**config.mk**
```make
export PLATFORM = sky130hd
export DESIGN_NAME = user_wb_io_regs
export DESIGN_NICKNAME = d
export VERILOG_FILES = /design/src/rtl/user_wb_io_regs.sv
export SDC_FILE = /design/constraint.sdc
export NUM_CORES = 1
export LEC_CHECK = 0
export ABC_CLOCK_PERIOD_IN_PS = 12600
export BUFFER_PORTS_ARGS = -buffer_cell sky130_fd_sc_hd__buf_2
export CELL_PAD_IN_SITES_DETAIL_PLACEMENT = 0
export CELL_PAD_IN_SITES_GLOBAL_PLACEMENT = 1
export CORE_MARGIN = 2
export CORE_UTILIZATION = 25
export CTS_BUF_LIST = sky130_fd_sc_hd__clkbuf_4 sky130_fd_sc_hd__clkbuf_8 sky130_fd_sc_hd__clkbuf_16
export DETAILED_ROUTE_END_ITERATION = 8
export GPL_ROUTABILITY_DRIVEN = 0
export PLACE_DENSITY_LB_ADDON = 0.2
export SYNTH_ARGS = -nofsm -noshare
export SYNTH_HDL_FRONTEND = slang
export SYNTH_SLANG_ARGS = --single-unit
```
**constraint.sdc**
```tcl
create_clock -name wb_clk_i -period 12.6 [get_ports wb_clk_i]
set_input_delay 0.63 -clock wb_clk_i [delete_from_list [all_inputs] [get_ports wb_clk_i]]
set_output_delay 0.63 -clock wb_clk_i [all_outputs]
set_load 0.05 [all_outputs]
```
**src/rtl/user_wb_io_regs.sv**
```systemverilog
// Wishbone slave register block for the Caravel user area: drives the 38 user
// pads, samples them back through a synchronizer, and raises user interrupts.
module user_wb_io_regs #(
  parameter logic [31:0] BASE_ADDR = 32'h3000_0000,
  parameter logic [31:0] ADDR_MASK = 32'hFFFF_0000,
  parameter logic [31:0] ID_VALUE  = 32'h5742_0001
) (
  input  logic        wb_clk_i,
  input  logic        wb_rst_i,
  input  logic        wbs_cyc_i,
  input  logic        wbs_stb_i,
  input  logic        wbs_we_i,
  input  logic [3:0]  wbs_sel_i,
  input  logic [31:0] wbs_adr_i,
  input  logic [31:0] wbs_dat_i,
  output logic        wbs_ack_o,
  output logic [31:0] wbs_dat_o,
  input  logic [37:0] io_in,
  output logic [37:0] io_out,
  output logic [37:0] io_oeb,
  output logic [2:0]  irq
);

  function automatic logic [31:0] merge_bytes(input logic [31:0] old_v,
                                              input logic [31:0] new_v,
                                              input logic [3:0]  be);
    logic [31:0] result;
    for (int i = 0; i < 4; i++) begin
      result[8*i +: 8] = be[i] ? new_v[8*i +: 8] : old_v[8*i +: 8];
    end
    return result;
  endfunction

  logic        sel_s, wr_s, rd_s;
  logic [5:0]  idx_s;
  logic        ack_r;
  logic [31:0] dat_r, rdata_s;
  logic [31:0] scratch0_r, scratch1_r, out_lo_r, oeb_lo_r, cycles_r;
  logic [5:0]  out_hi_r, oeb_hi_r;
  logic [2:0]  irq_stat_r;
  logic [37:0] sync1_r, sync2_r;

  assign sel_s = wbs_cyc_i & wbs_stb_i & ((wbs_adr_i & ADDR_MASK) == BASE_ADDR);
  assign idx_s = wbs_adr_i[7:2];
  // The cycle right after an ack is dead, so held strobes see ack every other cycle.
  assign wr_s  = sel_s & ~ack_r & wbs_we_i;
  assign rd_s  = sel_s & ~ack_r & ~wbs_we_i;

  // Read data multiplexer over the register map.
  always_comb begin
    rdata_s = 32'd0;
    case (idx_s)
      6'h00:   rdata_s = scratch0_r;
      6'h01:   rdata_s = scratch1_r;
      6'h02:   rdata_s = out_lo_r;
      6'h03:   rdata_s = {26'd0, out_hi_r};
      6'h04:   rdata_s = oeb_lo_r;
      6'h05:   rdata_s = {26'd0, oeb_hi_r};
      6'h06:   rdata_s = sync2_r[31:0];
      6'h07:   rdata_s = {26'd0, sync2_r[37:32]};
      6'h08:   rdata_s = ID_VALUE;
      6'h09:   rdata_s = cycles_r;
      6'h0A:   rdata_s = {29'd0, irq_stat_r};
      default: rdata_s = 32'd0;
    endcase
  end

  // Bus handshake: single-cycle ack with registered read data.
  always_ff @(posedge wb_clk_i or posedge wb_rst_i) begin
    if (wb_rst_i) begin
      ack_r <= 1'b0;
      dat_r <= 32'd0;
    end else begin
      ack_r <= sel_s & ~ack_r;
      dat_r <= rd_s ? rdata_s : 32'd0;
    end
  end

  // Writable registers; writes commit on the edge that raises ack.
  always_ff @(posedge wb_clk_i or posedge wb_rst_i) begin
    if (wb_rst_i) begin
      scratch0_r <= 32'd0;
      scratch1_r <= 32'd0;
      out_lo_r   <= 32'd0;
      out_hi_r   <= 6'd0;
      oeb_lo_r   <= 32'hFFFF_FFFF;
      oeb_hi_r   <= 6'h3F;
      irq_stat_r <= 3'd0;
    end else if (wr_s) begin
      case (idx_s)
        6'h00:   scratch0_r <= merge_bytes(scratch0_r, wbs_dat_i, wbs_sel_i);
        6'h01:   scratch1_r <= merge_bytes(scratch1_r, wbs_dat_i, wbs_sel_i);
        6'h02:   out_lo_r   <= merge_bytes(out_lo_r, wbs_dat_i, wbs_sel_i);
        6'h03:   out_hi_r   <= wbs_sel_i[0] ? wbs_dat_i[5:0] : out_hi_r;
        6'h04:   oeb_lo_r   <= merge_bytes(oeb_lo_r, wbs_dat_i, wbs_sel_i);
        6'h05:   oeb_hi_r   <= wbs_sel_i[0] ? wbs_dat_i[5:0] : oeb_hi_r;
        6'h0A:   irq_stat_r <= irq_stat_r & ~(wbs_dat_i[2:0] & {3{wbs_sel_i[0]}});
        6'h0B:   irq_stat_r <= irq_stat_r | (wbs_dat_i[2:0] & {3{wbs_sel_i[0]}});
        default: irq_stat_r <= irq_stat_r;
      endcase
    end
  end

  // Pad input synchronizer and free-running cycle counter.
  always_ff @(posedge wb_clk_i or posedge wb_rst_i) begin
    if (wb_rst_i) begin
      sync1_r  <= 38'd0;
      sync2_r  <= 38'd0;
      cycles_r <= 32'd0;
    end else begin
      sync1_r  <= io_in;
      sync2_r  <= sync1_r;
      cycles_r <= cycles_r + 32'd1;
    end
  end

  assign wbs_ack_o = ack_r;
  assign wbs_dat_o = dat_r;
  assign io_out    = {out_hi_r, out_lo_r};
  assign io_oeb    = {oeb_hi_r, oeb_lo_r};
  assign irq       = irq_stat_r;

endmodule

```
==> impl_metrics.sql, run 1 <==
INSERT INTO impl_metrics (metric_group, metric, value, unit) VALUES
('outcome', 'outcome', 'complete, no violations', ''),
('cts', 'ctsHoldBuffers', '0', ''),
('global_route', 'first_global_vias', '7855', ''),
('place', 'dpl_cell_area', '13000', 'um^2'),
('global_route', 'grt_first_pass_wirelength', '51600', 'um'),
('sta', 'final_period_minus_worst_setup_slack', '2860', 'ps'),
('critical_path', 'crit_reg_reg_endpoint', 'wbs_dat_o[24]', ''),
('cts', 'cts_tree', 'built', ''),
('die', 'die_ht', '216', 'um'),
('die', 'die_area', '46800', 'um^2'),
('die', 'floorplan.core_area', '44300', 'um^2'),
('cts', 'worst_skew_pair.late_latency', '540', 'ps'),
('cts', 'cts-root-buf', 'sky130_fd_sc_hd__clkbuf_16', ''),
('sta', 'finalMaxSlewViolations', '0', ''),
('layout', 'synthToLayoutAreaGrowth', '26.5', '%'),
('die', 'initial_core_util', '25.4', '%'),
('critical_path', 'worst-path-max-fanout', '20', ''),
('global_route', 'maximum_number_of_pins_on_one_net_before_global_route_repair', '121', ''),
('cts', 'cts_made_buffers', '36', ''),
('min_path', 'timing.hold.worst.class', 'input port to flip-flop', ''),
('place', 'dp_hpwl', '22600', 'um'),
('drt', 'avgViaCountPerCell', '4.63', ''),
('drt', 'vias', '7341', ''),
('sta', 'timing.setup.tns', '0', 'ps'),
('logic_synthesis', 'synth_xor_xnor_area_share', '2.33', '%'),
('min_path', 'holdCritStartpoint', 'io_in[8]', ''),
('logic_synthesis', 'number_of_synthesized_flops_with_an_enable_pin', '0', ''),
('power', 'leakage', '6.81', 'nW'),
('sta', 'timing.fmax', '350', 'MHz'),
('logic_synthesis', 'post_synth_fa_ha_maj_area_fraction', '0.111', '%'),
('global_route', 'antenna_found_initial', '3', ''),
('logic_synthesis', 'ys_warn_count', '0', ''),
('logic_synthesis', 'synthCells', '737', ''),
('cts', 'clock_tree.htree_level_count', '2', ''),
('critical_path', 'timing.critical_path.from_type', 'input port', ''),
('global_route', 'global_route.usage.total', '14.8', '%'),
('drt', 'route.detailed.drc', '0', ''),
('logic_synthesis', 'asyncSetResetFlopFracSynth', '100', '%'),
('critical_path', 'worst_setup_path_type', 'input port to flip-flop', ''),
('logic_synthesis', 'synth.area.mux_share', '16.1', '%'),
('logic_synthesis', 'post_synthesis_area_per_instance', '15.3', 'um^2'),
('logic_synthesis', 'post_synth_and_or_nand_nor_area_fraction', '8.51', '%'),
('sta', 'max_slew.worst_pin.slew', '1080', 'ps'),
('layout', 'nNetsFinal', '1076', ''),
('power', 'irDropWorstVdd', '0.0916', 'mV'),
('sta', 'max-slew-margin-rel', '27.6', '%'),
('drt', 'wl_per_cell', '21.5', 'um'),
('die', 'pin_count', '223', ''),
('layout', 'drive_above_1_share', '51.4', '%'),
('power', 'power-per-cell-area', '144', 'nW/um^2'),
('sta', 'final-setup-viol-count', '0', ''),
('sta', 'rsz_0062_raised_after_global_routing', 'no', ''),
('logic_synthesis', 'synth_area_in_compound_gates', '7.83', '%'),
('logic_synthesis', 'yosysTopAreaCellShare', '54.7', '%'),
('logic_synthesis', 'synth_sequential_area_ratio', '63.5', '%'),
('sta', 'finalClockSkew', '15.9', 'ps'),
('critical_path', 'crit_required', '13010', 'ps'),
('place', 'io_buffer_count', '212', ''),
('logic_synthesis', 'most_instantiated_flip_flop_cell_in_the_synthesis_netlist', 'sky130_fd_sc_hd__dfrtp_1', ''),
('logic_synthesis', 'largest_family_of_logic_cells_by_synthesized_area', 'multiplexers', ''),
('critical_path', 'reg2reg_depth', '4', ''),
('critical_path', 'worst_ep_arrival_time', '3270', 'ps'),
('sta', 'post-route-period-util', '22.7', '%'),
('drt', 'drtAntennaViolNets', '0', ''),
('drt', 'finalWirelength', '34100', 'um'),
('cts', 'cts.sink_count', '284', ''),
('global_route', 'globalRouteOverflowTotal', '0', ''),
('logic_synthesis', 'synthMostInstantiatedCell', 'sky130_fd_sc_hd__dfrtp_1', ''),
('logic_synthesis', 'synth_cell_types', '49', ''),
('critical_path', 'r2r_setup_slack', '10200', 'ps'),
('cts', 'clk_transition_reported_paths', '50', 'ps');
-- area by class of cell --
cell class	count	area [um^2]	area share [%]
antenna	1	2.50	0.0176
clock buffer	50	1050	7.41
clock inverter	15	188	1.32
inverter	3	18.8	0.132
multi-input combinational	416	3940	27.6
sequential	284	7150	50.2
tap	592	741	5.20
timing repair buffer	223	1140	8.03
-- metal layers --
| metal | part of all wire [%] | GRT usage, % |
|---|---|---|
| met4 | 1.9 | 4.61 |
| met3 | 5.1 | 3.20 |
| met1 | 46 | 20.4 |
| met2 | 47 | 23.4 |
| met5 | 0.067 | 0 |
-- cell families after synthesis --
logic type / after synthesis
buffers and inverters: 37
flip-flops: 284
multiplexers: 153
adder cells (fa/ha/maj): 1
XOR/XNOR: 30
AND/OR/NAND/NOR: 122
AO/OA/AOI/OAI: 110
-- how the worst max path moves through the flow --
stage	cells past startpoint	end	startpoint	slack, ps
5_1_grt	5	scratch1_r[1]	wbs_adr_i[2]	9540
4_1_cts	6	wbs_dat_o[24]	wbs_adr_i[2]	9680
3_5_place_dp	5	scratch1_r[4]	wbs_adr_i[2]	9090
3_3_place_gp	6	wbs_dat_o[24]	wbs_adr_i[2]	9100
2_1_floorplan	1	async pin	wb_rst_i	4200
6_report	5	scratch1_r[5]	wbs_adr_i[2]	9740
-- power by group --
part | leakage, nW | internal (mW) | switching (mW) | total, mW
clock | 0.622 | 0.669 | 0.399 | 1.07
combinational | 2.55 | 0.0178 | 0.0416 | 0.0594
sequential | 3.64 | 0.925 | 0.00339 | 0.929
-- cells in the final DEF (no fill, tap or decap), drive strengths merged, types with 2 or more instances in the layout --
cell,netlist,layout
nor4b,4,4
a32oi,5,5
clkinvlp,0,2
a21o,2,2
nand4,16,16
dfstp,38,38
mux2,148,148
a31oi,11,11
and3,15,15
nand3,23,23
a222oi,42,42
xnor2,26,26
a22oi,17,17
buf,19,223
a221oi,7,7
bufinv,0,4
nor3,14,14
a21oi,21,21
clkbuf,15,50
nor2b,2,2
dfrtp,246,246
clkinv,0,7
mux4,5,5
nor2,4,4
nor4,7,7
and2,12,12
and4,6,6
inv,3,5
a22o,3,3
xor2,4,4
nand2,16,16
-- sequential cells by signal (all words and copies together), names as in the netlist, named ones only --
register and flops:
sync1_r 38, sync2_r 38, cycles_r 32, oeb_lo_r 32
out_lo_r 32, scratch0_r 32, scratch1_r 32, wbs_dat_o 32
oeb_hi_r 6, out_hi_r 6, wbs_ack_o 1
-- critical path, stage by stage --
cell and delay [ps]:
sky130_fd_sc_hd__buf_2 430, sky130_fd_sc_hd__nor2b_1 570, sky130_fd_sc_hd__and2_1 730, sky130_fd_sc_hd__nand3_2 490
sky130_fd_sc_hd__mux2_2 410
-- per-stage QoR --
stage / cells / setup slack, ps / total power, mW / hold slack (ps) / util, %
after floorplan: 737 / 4200 / 0.969 / 331 / -
after global placement: 1518 / 9100 / 1.01 / 333 / 29.3
after detailed placement: 1518 / 9090 / 1.01 / 335 / 29.3
after CTS: 1583 / 9680 / 2.10 / 156 / 32.1
after global routing: 1584 / 9540 / 2.15 / 166 / 32.1
final: 1584 / 9740 / 2.06 / 200 / 32.1
(Power assumes the default switching activity.)
==> inputs of run 2 (changes only) <==
--- a/config.mk
+++ b/config.mk
@@ -5,7 +5,7 @@
 export SDC_FILE = /design/constraint.sdc
 export NUM_CORES = 1
 export LEC_CHECK = 0
-export ABC_CLOCK_PERIOD_IN_PS = 12600
+export ABC_CLOCK_PERIOD_IN_PS = 2550
 export BUFFER_PORTS_ARGS = -buffer_cell sky130_fd_sc_hd__buf_2
 export CELL_PAD_IN_SITES_DETAIL_PLACEMENT = 0
 export CELL_PAD_IN_SITES_GLOBAL_PLACEMENT = 1
==> constraint.sdc (replaced) <==
create_clock -name wb_clk_i -period 2.55 [get_ports wb_clk_i]
set_input_delay 0.1275 -clock wb_clk_i [delete_from_list [all_inputs] [get_ports wb_clk_i]]
set_output_delay 0.1275 -clock wb_clk_i [all_outputs]
set_load 0.05 [all_outputs]
==> impl_metrics.sql, run 2 (same netlist as run 1, synthesis figures left out) <==
INSERT INTO impl_metrics (metric_group, metric, value, unit) VALUES
('layout', 'drive_above_1_share', '49.4', '%'),
('die', 'rows', '77', ''),
('global_route', 'global_route.usage.total', '15.3', '%'),
('cts', 'cts_tree', 'built', ''),
('place', 'dp_hpwl', '23800', 'um'),
('critical_path', 'crit_required', '2950', 'ps'),
('critical_path', 'crit_reg_reg_endpoint', 'scratch1_r[14]', ''),
('critical_path', 'cp_cell_sequence', 'nor4_4 -> nand4_4 -> buf_4 -> nor3_4 -> mux2_2', ''),
('layout', 'synthToLayoutAreaGrowth', '35.2', '%'),
('cts', 'cts_made_buffers', '35', ''),
('job', 'drv.max_cap_violation_count', '0', ''),
('global_route', 'first_global_vias', '8350', ''),
('cts', 'clock_tree.htree_level_count', '2', ''),
('die', 'initial_core_util', '25.4', '%'),
('place', 'dp_cells', '1554', ''),
('drt', 'vias', '7815', ''),
('critical_path', 'critical_path.startpoint', 'wbs_ack_o', ''),
('die', 'die_area', '46800', 'um^2'),
('layout', 'nNetsFinal', '1183', ''),
('cts', 'cts-root-buf', 'sky130_fd_sc_hd__clkbuf_16', ''),
('drt', 'wl_per_cell', '20.8', 'um'),
('drt', 'finalWirelength', '35100', 'um'),
('layout', 'layout.cells.most_common_list', '246 x sky130_fd_sc_hd__dfrtp_1, 212 x sky130_fd_sc_hd__buf_2, 139 x sky130_fd_sc_hd__mux2_2', ''),
('critical_path', 'critical_path.endpoint_type', 'flip-flop', ''),
('critical_path', 'worst_setup_path_type', 'flip-flop to flip-flop', ''),
('min_path', 'timing.hold.worst.class', 'input port to flip-flop', ''),
('sta', 'finalClockSkew', '21.4', 'ps'),
('drt', 'drt-initial-drc-count', '557', ''),
('layout', 'finish.cell_count_without_fillers', '1688', ''),
('drt', 'route.detailed.drc', '0', ''),
('sta', 'final_period_minus_worst_setup_slack', '1970', 'ps'),
('power', 'power.total', '10.1', 'mW'),
('sta', 'rsz_0062_raised_after_global_routing', 'no', ''),
('sta', 'hold_viol', '0', ''),
('global_route', 'globalRouteOverflowTotal', '0', ''),
('die', 'die_ht', '216', 'um'),
('sta', 'finalMaxSlewViolations', '0', ''),
('global_route', 'antenna_found_initial', '3', ''),
('cts', 'cts.sink_count', '284', ''),
('power', 'irDropWorstVdd', '0.457', 'mV'),
('cts', 'ctsResizeCount', '0', ''),
('sta', 'max-slew-margin-rel', '48.4', '%'),
('critical_path', 'worst-path-max-fanout', '12', ''),
('sta', 'post-route-period-util', '77.3', '%'),
('layout', 'commonest_non_fill_non_tap_cell_in_the_layout', 'sky130_fd_sc_hd__dfrtp_1', ''),
('cts', 'ctsHoldBuffers', '72', ''),
('sta', 'timing.fmax', '507', 'MHz'),
('drt', 'detailedRoute.firstPassIterationCount', '6', ''),
('die', 'die_x', '216', 'um'),
('global_route', 'maximum_number_of_pins_on_one_net_before_global_route_repair', '130', ''),
('die', 'pin_count', '223', ''),
('cts', 'clk_transition_reported_paths', '60', 'ps'),
('critical_path', 'worst_path_max_delay_cell', 'sky130_fd_sc_hd__nor3_4', ''),
('critical_path', 'r2r_setup_slack', '580', 'ps'),
('die', 'floorplan.core_area', '44300', 'um^2'),
('place', 'io_buffer_count', '212', ''),
('sta', 'final-setup-viol-count', '0', ''),
('critical_path', 'worst_ep_arrival_time', '2370', 'ps'),
('outcome', 'outcome', 'complete, no violations', ''),
('critical_path', 'cpPeakStageDelay', '450', 'ps'),
('critical_path', 'reg2reg_depth', '5', ''),
('power', 'power-per-cell-area', '663', 'nW/um^2'),
('cts', 'post_cts_setup_repair_bufs', '0', ''),
('cts', 'worst_skew_pair.late_latency', '530', 'ps'),
('cts', 'cts.path.max_buffers', '3', ''),
('power', 'leakage', '7.28', 'nW'),
('drt', 'avgViaCountPerCell', '4.63', ''),
('drt', 'drtAntennaViolNets', '0', ''),
('global_route', 'grt_first_pass_wirelength', '53500', 'um'),
('critical_path', 'cp-endpoint', 'scratch1_r[14]', ''),
('layout', 'top_flop_regs', 'sync1_r (38), sync2_r (38)', ''),
('critical_path', 'crit-reg2reg-launch', 'wbs_ack_o', ''),
('critical_path', 'timing.critical_path.from_type', 'flip-flop', ''),
('sta', 'max_slew.worst_pin.slew', '774', 'ps');
## run 2: cell types whose count changed in the layout (fill, tap and decap cells not counted), sizes merged
cell / change
clkinv: -5
bufinv: -2
dlygate4sd3: +72
inv: -3
clkbuf: +6
buf: +36
## run 2: metal layers
layer	up-vias	wire length [um]	global-route usage [%]	share of wire, %
met5	-	13	0	0.037
met4	2	710	4.61	2.0
met3	46	1800	3.23	5.1
met2	210	16800	25.0	48
met1	4051	15700	20.3	45
li1	3506	-	-	-
## run 2: stage by stage
stage               hold slack (ps)  setup slack (ps)  utilization (%)  setup TNS [ps]  instance area, um^2
global placement               45.2               458             30.0               0                13300
detailed placement             45.0               438             30.0               0                13300
floorplan                       159             -1310                -         -334140                11300
CTS                            44.7               526             34.4               0                15200
global route                   79.3               437             34.4               0                15200
finish                         72.6               579             34.4               0                15200
## run 2: worst min path at each step
stage                        from       endpoint  slack, ps  cells past startpoint
finish              wbs_adr_i[30]      wbs_ack_o         70                      4
detailed placement       wb_rst_i  wbs_dat_o[24]         50                      2
global route        wbs_adr_i[30]      wbs_ack_o         80                      4
CTS                 wbs_adr_i[30]      wbs_ack_o         40                      4
floorplan                io_in[0]     sync1_r[0]        160                      0
global placement         wb_rst_i  wbs_dat_o[24]         50                      2
## run 2: power breakdown
| group | total [mW] | internal (mW) | switching [mW] |
|---|---|---|---|
| Sequential | 4.59 | 4.57 | 0.0166 |
| Clock | 5.12 | 3.22 | 1.90 |
| Combinational | 0.393 | 0.172 | 0.221 |
## run 2: cell type report
cell class,instances,area [um^2]
antenna,1,2.50
clock buffer,56,1120
clock inverter,5,81.3
fill,4454,29100
inverter,3,15.0
multi-input combinational,416,3940
sequential,284,7150
tap,592,741
timing repair buffer,331,2170
## run 2: worst max-delay path, delay by kind of cell, from the launching register on
kind                   cells  cell delay (ps)
and+or+nand+nor            3              770
buffers and inverters      1              250
DFF                        1              410
muxes                      1              400
